File: config.mk
export PLATFORM = sky130hd
export DESIGN_NAME = song_reader
export DESIGN_NICKNAME = d
export VERILOG_FILES = /design/src/rtl/song_reader.sv
export SDC_FILE = /design/constraint.sdc
export NUM_CORES = 1
export LEC_CHECK = 0
export CORE_MARGIN = 4
export CORE_UTILIZATION = 62
export CTS_BUF_LIST = sky130_fd_sc_hd__clkbuf_2 sky130_fd_sc_hd__clkbuf_4 sky130_fd_sc_hd__clkbuf_8
export DETAILED_ROUTE_END_ITERATION = 8
export DONT_BUFFER_PORTS = 1
export GPL_ROUTABILITY_DRIVEN = 0
export PLACE_DENSITY = 0.8
export SLEW_MARGIN = 40
export SYNTH_ARGS = -nofsm -noshare
export SYNTH_HDL_FRONTEND = slang
export SYNTH_SLANG_ARGS = --single-unit
File: constraint.sdc
create_clock -name clk -period 3.8 [get_ports clk]
set_input_delay 0.57 -clock clk [delete_from_list [all_inputs] [get_ports clk]]
set_output_delay 0.57 -clock clk [all_outputs]
set_load 0.05 [all_outputs]
File: src/rtl/song_reader.sv
// Song sequencer: walks the note ROM of the selected song forwards or backwards and
// hands each entry to the note player. Optional looping build: define SONG_READER_REPEAT_EN.
module song_reader #(
  parameter int NOTE_W = 6,
  parameter int DUR_W  = 6,
  parameter int IDX_W  = 5
) (
  input  logic                      clk,
  input  logic                      reset,
  input  logic                      play,
  input  logic [1:0]                song,
  input  logic                      backwards,
  input  logic                      reset_player,
  output logic [IDX_W+1:0]          rom_addr,
  input  logic [NOTE_W+DUR_W-1:0]   rom_data,
  output logic [NOTE_W-1:0]         note,
  output logic [DUR_W-1:0]          duration,
  output logic                      new_note,
  input  logic                      note_done,
  output logic                      song_done
);

`ifdef SONG_READER_REPEAT_EN
  localparam bit REPEAT = 1'b1;
`else
  localparam bit REPEAT = 1'b0;
`endif

  localparam logic [2:0] S_IDLE      = 3'd0;
  localparam logic [2:0] S_FETCH     = 3'd1;
  localparam logic [2:0] S_WAIT_ROM  = 3'd2;
  localparam logic [2:0] S_ISSUE     = 3'd3;
  localparam logic [2:0] S_WAIT_DONE = 3'd4;
  localparam logic [2:0] S_DONE      = 3'd5;

  logic [2:0]        r_state;
  logic [IDX_W-1:0]  r_idx;
  logic [1:0]        r_song;
  logic              r_bwd;
  logic [NOTE_W-1:0] r_note;
  logic [DUR_W-1:0]  r_duration;
  logic              r_new_note;
  logic              r_song_done;

  logic [2:0]        w_state_nx;
  logic [IDX_W-1:0]  w_idx_nx;
  logic              w_sample;
  logic              w_load;
  logic              w_end;
  logic              w_done_pulse;

  logic [DUR_W-1:0]  w_dur;
  logic [NOTE_W-1:0] w_note;
  logic [IDX_W-1:0]  w_start;
  logic [IDX_W-1:0]  w_start_in;
  logic              w_at_last;

  assign w_dur      = rom_data[DUR_W-1:0];
  assign w_note     = rom_data[NOTE_W+DUR_W-1:DUR_W];
  // All-ones index when reading backwards, zero otherwise.
  assign w_start    = {IDX_W{r_bwd}};
  assign w_start_in = {IDX_W{backwards}};
  assign w_at_last  = r_bwd ? (r_idx == '0) : (r_idx == '1);

  always_comb begin
    w_state_nx   = r_state;
    w_idx_nx     = r_idx;
    w_sample     = 1'b0;
    w_load       = 1'b0;
    w_end        = 1'b0;
    w_done_pulse = 1'b0;
    if (reset_player) begin
      w_state_nx = S_FETCH;
      w_idx_nx   = w_start_in;
      w_sample   = 1'b1;
    end else if (play) begin
      case (r_state)
        S_IDLE: begin
          w_state_nx = S_FETCH;
          w_idx_nx   = w_start_in;
          w_sample   = 1'b1;
        end
        S_FETCH:    w_state_nx = S_WAIT_ROM;
        S_WAIT_ROM: w_state_nx = S_ISSUE;
        S_ISSUE: begin
          if (w_dur != '0) begin
            w_load     = 1'b1;
            w_state_nx = S_WAIT_DONE;
          end else if (r_bwd && (r_idx != '0)) begin
            // Zero-duration entries at the top of a backward song are padding.
            w_idx_nx   = r_idx - IDX_W'(1);
            w_state_nx = S_FETCH;
          end else begin
            w_end = 1'b1;
          end
        end
        S_WAIT_DONE: begin
          if (note_done) begin
            if (w_at_last) begin
              w_end = 1'b1;
            end else begin
              w_idx_nx   = r_bwd ? (r_idx - IDX_W'(1)) : (r_idx + IDX_W'(1));
              w_state_nx = S_FETCH;
            end
          end
        end
        S_DONE:  w_state_nx = S_DONE;
        default: w_state_nx = S_IDLE;
      endcase
      if (w_end) begin
        if (REPEAT) begin
          w_state_nx = S_FETCH;
          w_idx_nx   = w_start;
        end else begin
          w_state_nx   = S_DONE;
          w_done_pulse = 1'b1;
        end
      end
    end
  end

  always_ff @(posedge clk or posedge reset) begin
    if (reset) begin
      r_state     <= S_IDLE;
      r_idx       <= '0;
      r_song      <= '0;
      r_bwd       <= 1'b0;
      r_note      <= '0;
      r_duration  <= '0;
      r_new_note  <= 1'b0;
      r_song_done <= 1'b0;
    end else begin
      r_state     <= w_state_nx;
      r_idx       <= w_idx_nx;
      r_new_note  <= w_load;
      r_song_done <= w_done_pulse;
      if (w_sample) begin
        r_song <= song;
        r_bwd  <= backwards;
      end
      if (w_load) begin
        r_note     <= w_note;
        r_duration <= w_dur;
      end
    end
  end

  assign rom_addr  = {r_song, r_idx};
  assign note      = r_note;
  assign duration  = r_duration;
  assign new_note  = r_new_note;
  assign song_done = r_song_done;

endmodule
* After elaboration in Yosys (flattened, before gate mapping)
Index checks and enable logic that the tools add are counted.
** Cells by class
- Eq/ne operators :: 13
- Reductions and logical operators :: 9
- Add/sub/neg operators :: 2
- Mux-type cells :: 34
** Operators with widths (count)
- $mux W5 :: 7
- $mux W3 :: 7
- $pmux W3 S6 :: 1
- $mux W1 :: 17
- $pmux W5 S3 :: 1
- $ne A3 B3 Y1 const B :: 4
- $ne A4 B4 Y1 const B :: 2
- $eq A3 B2 Y1 const B :: 2
- $eq A3 B3 Y1 const B :: 2
- $reduce_and A6 Y1 :: 1
- $reduce_bool A6 Y1 :: 1
- $add A5 B1 Y5 const B :: 1
- $eq A5 B5 Y1 const B :: 1
- $logic_not A5 Y1 :: 1
- $ne A5 B5 Y1 const B :: 1
- $reduce_bool A5 Y1 :: 1
- $sub A5 B1 Y5 const B :: 1
- $reduce_and A4 Y1 :: 1
- $reduce_bool A4 Y1 :: 1
- $eq A3 B1 Y1 const B :: 1
- $logic_not A3 Y1 :: 1
- $pmux W1 S2 :: 1
- $reduce_bool A2 Y1 :: 1
- $logic_and A1 B1 Y1 :: 1
** Word-level totals
- Word-level logic and storage cells :: 66
- Input port bits :: 20
- Output and inout bits :: 21
- Register bits :: 25

* Logic depth before layout (Yosys ltp)
Gate-level depths: netlist (run 1).
- Word-level depth :: 10
- Depth in mapped cells :: 8
- Mapped depth without buffers :: 8

* Worst setup path before layout (run 1)
Ideal clock, no wire load.
- Path type :: register to register
- From :: reg r_idx[0]
- To :: reg r_idx[3]
- Period minus slack after synthesis :: 2.510 ns
- Path buffers :: 0
- Arrival :: 2.384 ns
- Setup time :: 0.126 ns
- Path slack :: 1.290 ns
- Cell stages (with the launch flop) :: 9
- Data required time :: 3.674 ns
- Cells stage by stage :: dfrtp_1 -> ha_1 -> and3_1 -> ha_1 -> nor3b_1 -> a311oi_2 -> a211oi_2 -> nor3b_1 -> a311o_1
** Between the ends
- Longest elaborated chain between the ends :: 7
- Elaborated cells between the ends (all ways) :: 18
- Those cells by class :: add/sub (2); eq/ne (3); mux (9); reduce/logical (4)
** Ends and longest elaborated chain
- start: declaration :: line 37 : logic [IDX_W-1:0] r_idx;
- start signal: assignment :: line 134 : r_idx <= w_idx_nx;
- $add A5 B1 Y5 / $sub A5 B1 Y5 (equally long branches) :: line 102, 91
- $mux W5 :: line 102 : w_idx_nx = r_bwd ? (r_idx - IDX_W'(1)) : (r_idx + IDX_W'(1));
- $mux W5 :: line 99 : if (w_at_last) begin
- $mux W5 :: line 98 : if (note_done) begin
- $pmux W5 S3 :: line 77 : case (r_state)
- $mux W5 :: line 76 : end else if (play) begin
- $mux W5 :: line 72 : if (reset_player) begin
Several ways; a longest one is shown, not always the timed one. The select of a mux whose other input is x is not followed.
A chain may end at the register's enable or synchronous reset.

* Worst setup path after layout (run 1)
- From :: reg r_idx[0]
- To :: reg r_idx[2]
The elaborated chain is that of the path after synthesis.

==> results of run 1 <==
[flip-flops by register name, summed over array words and instances, names as in the netlist]
register and flops:
note 6, new_note 1, r_bwd 1, r_state 3, r_song 2, duration 6
r_idx 5, song_done 1
[area by class of cell]
cell class                      instances  area, um2
Multi-Input combinational cell         93        716
Sequential cell                        25        626
Fill cell                             158        607
Tap cell                               27       33.8
Inverter                                8       30.0
Clock buffer                            3       22.5
Clock inverter                          1       7.51
[power groups by stage]
| stage | Combinational (W) | Sequential [W] | Clock, W |
|---|---|---|---|
| final | 0.000146 | 0.000644 | 0.000117 |
| after global routing | 0.000159 | 0.000657 | 0.000134 |
| after CTS | 0.000145 | 0.000645 | 0.000124 |
| after detailed placement | 0.000145 | 0.000651 | 0 |
| after global placement | 0.000134 | 0.000646 | 0 |
| after floorplan | 0.000136 | 0.000622 | 0 |
[synth_stat cells (2+ instances only)]
cell	instances
dfrtp_1	25
mux2_2	14
nand2_1	9
o21ai_0	9
a21oi_1	8
inv_1	8
nor2_1	6
nor3b_1	4
a21o_1	3
buf_2	3
ha_1	3
a221oi_1	2
a311o_1	2
and2_1	2
nor2b_1	2
o211ai_1	2
o21bai_1	2
[cells by family (layout without fill, tap and decap cells)]
kind of cell	Yosys count	after routing	synth area share (%)
compound gates	40	40	20.7
fa+ha+maj	3	3	2.70
buf+inv	14	12	4.86
flops	25	25	45.0
mux	15	15	12.1
simple gates	35	35	14.7
[worst reg2reg max path: stages, from the launching register on]
cell and delay [ns]:
dfrtp_1 0.65, ha_1 0.36, and3_1 0.19, ha_1 0.19
nor3b_1 0.23, a311oi_2 0.08, a211oi_2 0.58, nor3_1 0.13
a311o_1 0.35
[per-layer routing]
layer | part of all wire (%) | vias up | wire (um) | global-route usage (%)
met5 | 0 | - | 0 | 0
met4 | 2.4 | 0 | 72 | 7.99
met3 | 7.5 | 10 | 228 | 7.46
met2 | 52 | 46 | 1570 | 30.7
met1 | 39 | 509 | 1180 | 24.7
li1 | - | 489 | - | -
[worst min-delay path by stage]
stage                       startpoint                      end  slack, ns  cells after the start
final                            reset      note[1]$_DFFE_PP0P_       0.15                      1
after global routing             reset      note[0]$_DFFE_PP0P_       0.15                      1
after CTS                        reset      note[0]$_DFFE_PP0P_       0.15                      1
after detailed placement         reset      note[1]$_DFFE_PP0P_       0.52                      1
after global placement    reset_player   r_state[1]$_DFFE_PP0P_       0.64                      1
after floorplan                  reset  duration[0]$_DFFE_PP0P_       0.60                      1
[metrics by stage]
stage               total power (W)  utilization [%]  setup WS (ns)  hold slack (ns)  cells
CTS                        0.000914             69.7          0.976            0.147    157
global placement           0.000780             68.2           1.15            0.639    153
floorplan                  0.000758                -           1.29            0.597    132
global route               0.000950             70.3          0.834            0.152    157
finish                     0.000907             70.3          0.946            0.146    157
detailed placement         0.000796             68.2          0.956            0.517    153
==> metrics.cfg, run 1 <==
[synthesis]
synth_edf_count=0
seq_area_frac_synth_pct=45.0
synth_area_leaders=dfrtp_1 45%, mux2_2 11%, o21ai_0 3.2%
synth_area_leader_cell=dfrtp_1
syn_area_per_cell_um2=10.5
yosysTopAreaCellShare_pct=45.0
postSynthCellCount=132
ys_warn_count=0
netlist_area_mm2=0.00139
synth_top_flop_cell=dfrtp_1
async_flop_share_pct=100
synth.ff_latch_count=25
synth_cell_types=45
syn-num-nets=155

[placed_design]
hpwl_um=2300
postPlaceCellArea_mm2=0.00139
port_buffers=0

[sta]
max-slew-margin-rel_pct=53.0
slew_viol_final=0
max_freq_ghz=0.350
skew_ns=0.00190
tns_ns=0
fin_crit_ns=2.85
fin_crit_sh_pct=75.1
hold_viol=0
final-setup-viol-count=0
grt_setup_unrepaired=no
worst_pin_slew_ns=0.705

[cells_and_area]
fin_area_mm2=0.00144
drive_gt1_share_pct=20.0
final_cell_mix=25 x dfrtp_1, 14 x mux2_2, 9 x nand2_1, 9 x o21ai_0, 8 x a21oi_1
nNetsFinal=154
diodes=0
area_delta_synth_final_pct=3.15
layout_commonest_cell=dfrtp_1

[cts]
cts_tree=done
cts_sinks=25
cts_setup_buffers=0
clkLatencyLatePin_ns=0.31
cts-hold-fix-buffers=0
numCtsBuffers=3
cts_buffer_depth=2
root_buffer=clkbuf_4
h-tree-depth=1
ctsResizeCount=0
clk_pin_slew_ns=0.13

[floorplan]
rows=16
pin_count=41
initial_core_util_pct=68.1
die_width_um=55.4
coreArea_mm2=0.00204
die-area_mm2=0.00307
die_h_um=55.4

[global_route]
grt_pass1_vias=1035
grt_max_degree=26
grt-ovfl-total=0
grt_pass1_wl_um=4930
grt_antenna_before_repair=0
globalRouteTotalUtil_pct=19.8

[detailed_routing]
wl_per_cell_um=19.5
ant_nets=0
viasPerCell=6.71
routed_wl_um=3060
drc=0
drt-pass1-iter-count=4
vias=1054
drtIter0Drc=27

[setup_path]
crit_slowest_cell=dfrtp_1
crit_path_start=r_idx[0]$_DFFE_PP0P_
endpoint=r_idx[2]$_DFFE_PP0P_
cp.required_ns=4.01
crit_path_max_fanout=9
path_class=reg -> reg
arrival_ns=3.07
crit_chain=ha_1 > and3_1 > ha_1 > nor3b_1 > a311oi_2 > a211oi_2 > nor3_1 > a311o_1
end_kind=flop
timing.rr.start=r_idx[0]$_DFFE_PP0P_
r2r-end=r_idx[2]$_DFFE_PP0P_
path_delay_family=compound AO/OA/AOI/OAI gates
cp_common_cell=ha_1
critical_path_depth=8
cp-start-kind=flop
cpPeakStageDelay_ns=0.65
reg2reg_depth=8
rrSetupSlack_ns=0.95
cp_num_buf_inv=0

[power]
p_clk_share_pct=12.9
p_comb_share_pct=16.1
cellPowerDensity_mw_per_mm2=632
switching_share_pct=49.9
vdd_drop_max_v=0.000569
p_leak_nw=0.598
p_sw_w=0.000452
pwr-share-seq_pct=71.0
p_int_w=0.000455

[min_path]
hold_class=in -> async

[run]
drv_cap=0

[run_status]
status=complete, no violations

No activity file was read; power rests on OpenSTA's default activity.
==> run 2: changes to the inputs <==
--- a/config.mk
+++ b/config.mk
@@ -6,12 +6,12 @@
 export NUM_CORES = 1
 export LEC_CHECK = 0
 export CORE_MARGIN = 4
-export CORE_UTILIZATION = 62
+export CORE_UTILIZATION = 58
 export CTS_BUF_LIST = sky130_fd_sc_hd__clkbuf_2 sky130_fd_sc_hd__clkbuf_4 sky130_fd_sc_hd__clkbuf_8
 export DETAILED_ROUTE_END_ITERATION = 8
 export DONT_BUFFER_PORTS = 1
 export GPL_ROUTABILITY_DRIVEN = 0
-export PLACE_DENSITY = 0.8
+export PLACE_DENSITY = 0.78
 export SLEW_MARGIN = 40
 export SYNTH_ARGS = -nofsm -noshare
 export SYNTH_HDL_FRONTEND = slang
==> constraint.sdc (replaced) <==
create_clock -name clk -period 2.4 [get_ports clk]
set_input_delay 0.36 -clock clk [delete_from_list [all_inputs] [get_ports clk]]
set_output_delay 0.36 -clock clk [all_outputs]
set_load 0.05 [all_outputs]
==> run 2 against run 1 <==
Net effect: clock-buffer cell count is the same; critical endpoint unchanged; sequential cell count unchanged; global-route usage fell by 0.82 points.
==> metrics.cfg, run 2 (same netlist as run 1, synthesis figures left out) <==
[setup_path]
cp_num_buf_inv=2  ; +2
crit_slowest_cell=or4b_4
critical_path_depth=7  ; -1
cp.required_ns=2.61  ; -1.40 ns
crit_path_max_fanout=7  ; -2
cpPeakStageDelay_ns=0.52  ; -0.13 ns
path_class=reg -> reg
end_kind=flop
arrival_ns=2.57  ; -0.50 ns
cp-start-kind=flop
crit_chain=inv_2 > ha_2 > or4b_4 > a311oi_4 > a211oi_4 > buf_4 > a311o_1
path_delay_family=compound AO/OA/AOI/OAI gates
reg2reg_depth=7  ; -1

[detailed_routing]
wl_per_cell_um=17.6  ; -9.7%
drc=0  ; unchanged
routed_wl_um=2950  ; -3.4%
drt-pass1-iter-count=4  ; unchanged
ant_nets=0  ; unchanged
vias=1103  ; +4.6%
drtIter0Drc=57  ; +110%
viasPerCell=6.57  ; -2.2%

[placed_design]
hpwl_um=2180  ; -5.4%
postPlaceCellArea_mm2=0.00145  ; +4.4%
port_buffers=0  ; unchanged
post-place-ws_ns=0.0630  ; -0.893 ns

[global_route]
grt_pass1_wl_um=5000  ; +1.3%
grt-ovfl-total=0  ; unchanged
use_met1_pct=24.1  ; -0.58 points
grt_max_degree=26  ; unchanged
grt_pass1_vias=1129  ; +9.1%
grt_use_met2_pct=31.0  ; +0.25 points
grt_antenna_before_repair=0  ; unchanged
grt_use_met3_pct=4.30  ; -3.2 points
top_usage_layer=met2
globalRouteTotalUtil_pct=19.0  ; -0.82 points

[cts]
clk_pin_slew_ns=0.13  ; about the same
numCtsBuffers=3  ; unchanged
clkLatencyLatePin_ns=0.31  ; about the same
h-tree-depth=1  ; unchanged
cts_tree=done
cts_buffer_depth=2  ; unchanged
root_buffer=clkbuf_4
cts_sinks=25  ; unchanged

[floorplan]
rows=17  ; +1
pin_count=41  ; unchanged
initial_core_util_pct=61.7  ; -6.4 points
die-area_mm2=0.00325  ; +5.9%
coreArea_mm2=0.00225  ; +10%
die_h_um=57.0  ; +2.9%
die_width_um=57.0  ; +2.9%

[sta]
tns_ns=0  ; unchanged
fin_crit_ns=2.35  ; -0.500 ns
final-setup-viol-count=0  ; unchanged
slew_viol_final=0  ; unchanged
skew_ns=0.00746  ; +0.00556 ns
fin_ws_ns=0.0463  ; -0.900 ns
holdWs_ns=0.0949  ; -0.0515 ns
worst_pin_slew_ns=0.664  ; -0.0410 ns
hold_viol=0  ; unchanged
max_freq_ghz=0.425  ; +21%
fin_crit_sh_pct=98.1  ; +23 points
max-slew-margin-rel_pct=55.7  ; +2.6 points

[cells_and_area]
area_delta_synth_final_pct=10.9
final_cell_mix=23 x dfrtp_1, 14 x mux2_2, 9 x nand2_1, 9 x o21ai_0, 9 x buf_4
nNetsFinal=164  ; +6.5%
diodes=0  ; unchanged
layout_commonest_cell=dfrtp_1
finish.utilization_pct=68.4  ; -1.9 points
drive_gt1_share_pct=29.3  ; +9.3 points
fin_area_mm2=0.00154  ; +7.5%

[power]
p_leak_nw=0.648  ; +8.3%
vdd_drop_max_v=0.000892  ; +57%
cellPowerDensity_mw_per_mm2=948  ; +50%

[min_path]
min_path_cells=1
hold_class=in -> reg

[run]
drv_cap=0  ; unchanged

[run_status]
status=complete, no violations

run 2: cell types whose count changed in the layout (fill, tap and decap cells not counted), moves of 2 or more:
cell | before | now
buf_4 | 0 | 9
dfrtp_1 | 25 | 23
dfrtp_2 | 0 | 2
ha_1 | 3 | 0
ha_2 | 0 | 2
nor3b_2 | 0 | 2
run 2: worst paths after layout:
| kind | startpoint | to | slack [ns] |
|---|---|---|---|
| setup / recovery | r_idx[0]$_DFFE_PP0P_ | r_idx[2]$_DFFE_PP0P_ | 0.05 |
| hold / removal | reset_player | r_state[1]$_DFFE_PP0P_ | 0.09 |
| setup reg to reg | r_idx[0]$_DFFE_PP0P_ | r_idx[2]$_DFFE_PP0P_ | 0.05 |
| hold reg to reg | r_idx[1]$_DFFE_PP0P_ | r_idx[1]$_DFFE_PP0P_ | 0.69 |
| max in group asynchronous | reset | r_idx[0]$_DFFE_PP0P_ | 1.55 |
| min in group asynchronous | reset | note[5]$_DFFE_PP0P_ | 0.50 |
run 2: area by class of cell:
type,count,area (um2)
clock buffers,3,22.5
repair buffers,10,77.6
flip-flops and latches,25,628
well taps,28,35.0
multi-input cells,93,744
clock inverters,1,5.00
fillers,169,712
inverters,8,30.0
run 2: repair_timing:
item                                   4_1_cts  5_1_grt
resized for setup                            0        9
hold buffers                                 1        0
setup endpoints to repair                    0        4
buffers inserted                             0        2
endpoints found under the hold margin       25        0
run 2: metal layers:
layer	wire length, um	vias to the layer above
met5	0	-
met4	40	0
met3	233	6
met2	1490	57
met1	1190	531
li1	-	509
run 2: worst register-to-register path: stages, from the launching register on:
cell and delay [ns]:
dfrtp_2 0.49, inv_2 0.10, ha_2 0.21, or4b_4 0.52
a311oi_4 0.32, a211oi_4 0.11, buf_4 0.17, a311o_1 0.34
run 2: power by group:
group	internal (W)	total, W	switching, W
registers	0.000528	0.000984	0.000455
clock network	0.0000624	0.000180	0.000118
logic	0.000153	0.000299	0.000146
run 2: per-stage QoR:
step                      std cells  power [W]
after global placement          161    0.00126
after CTS                       166    0.00146
after global routing            168    0.00153
after floorplan                 132    0.00120
final                           168    0.00146
after detailed placement        161    0.00128
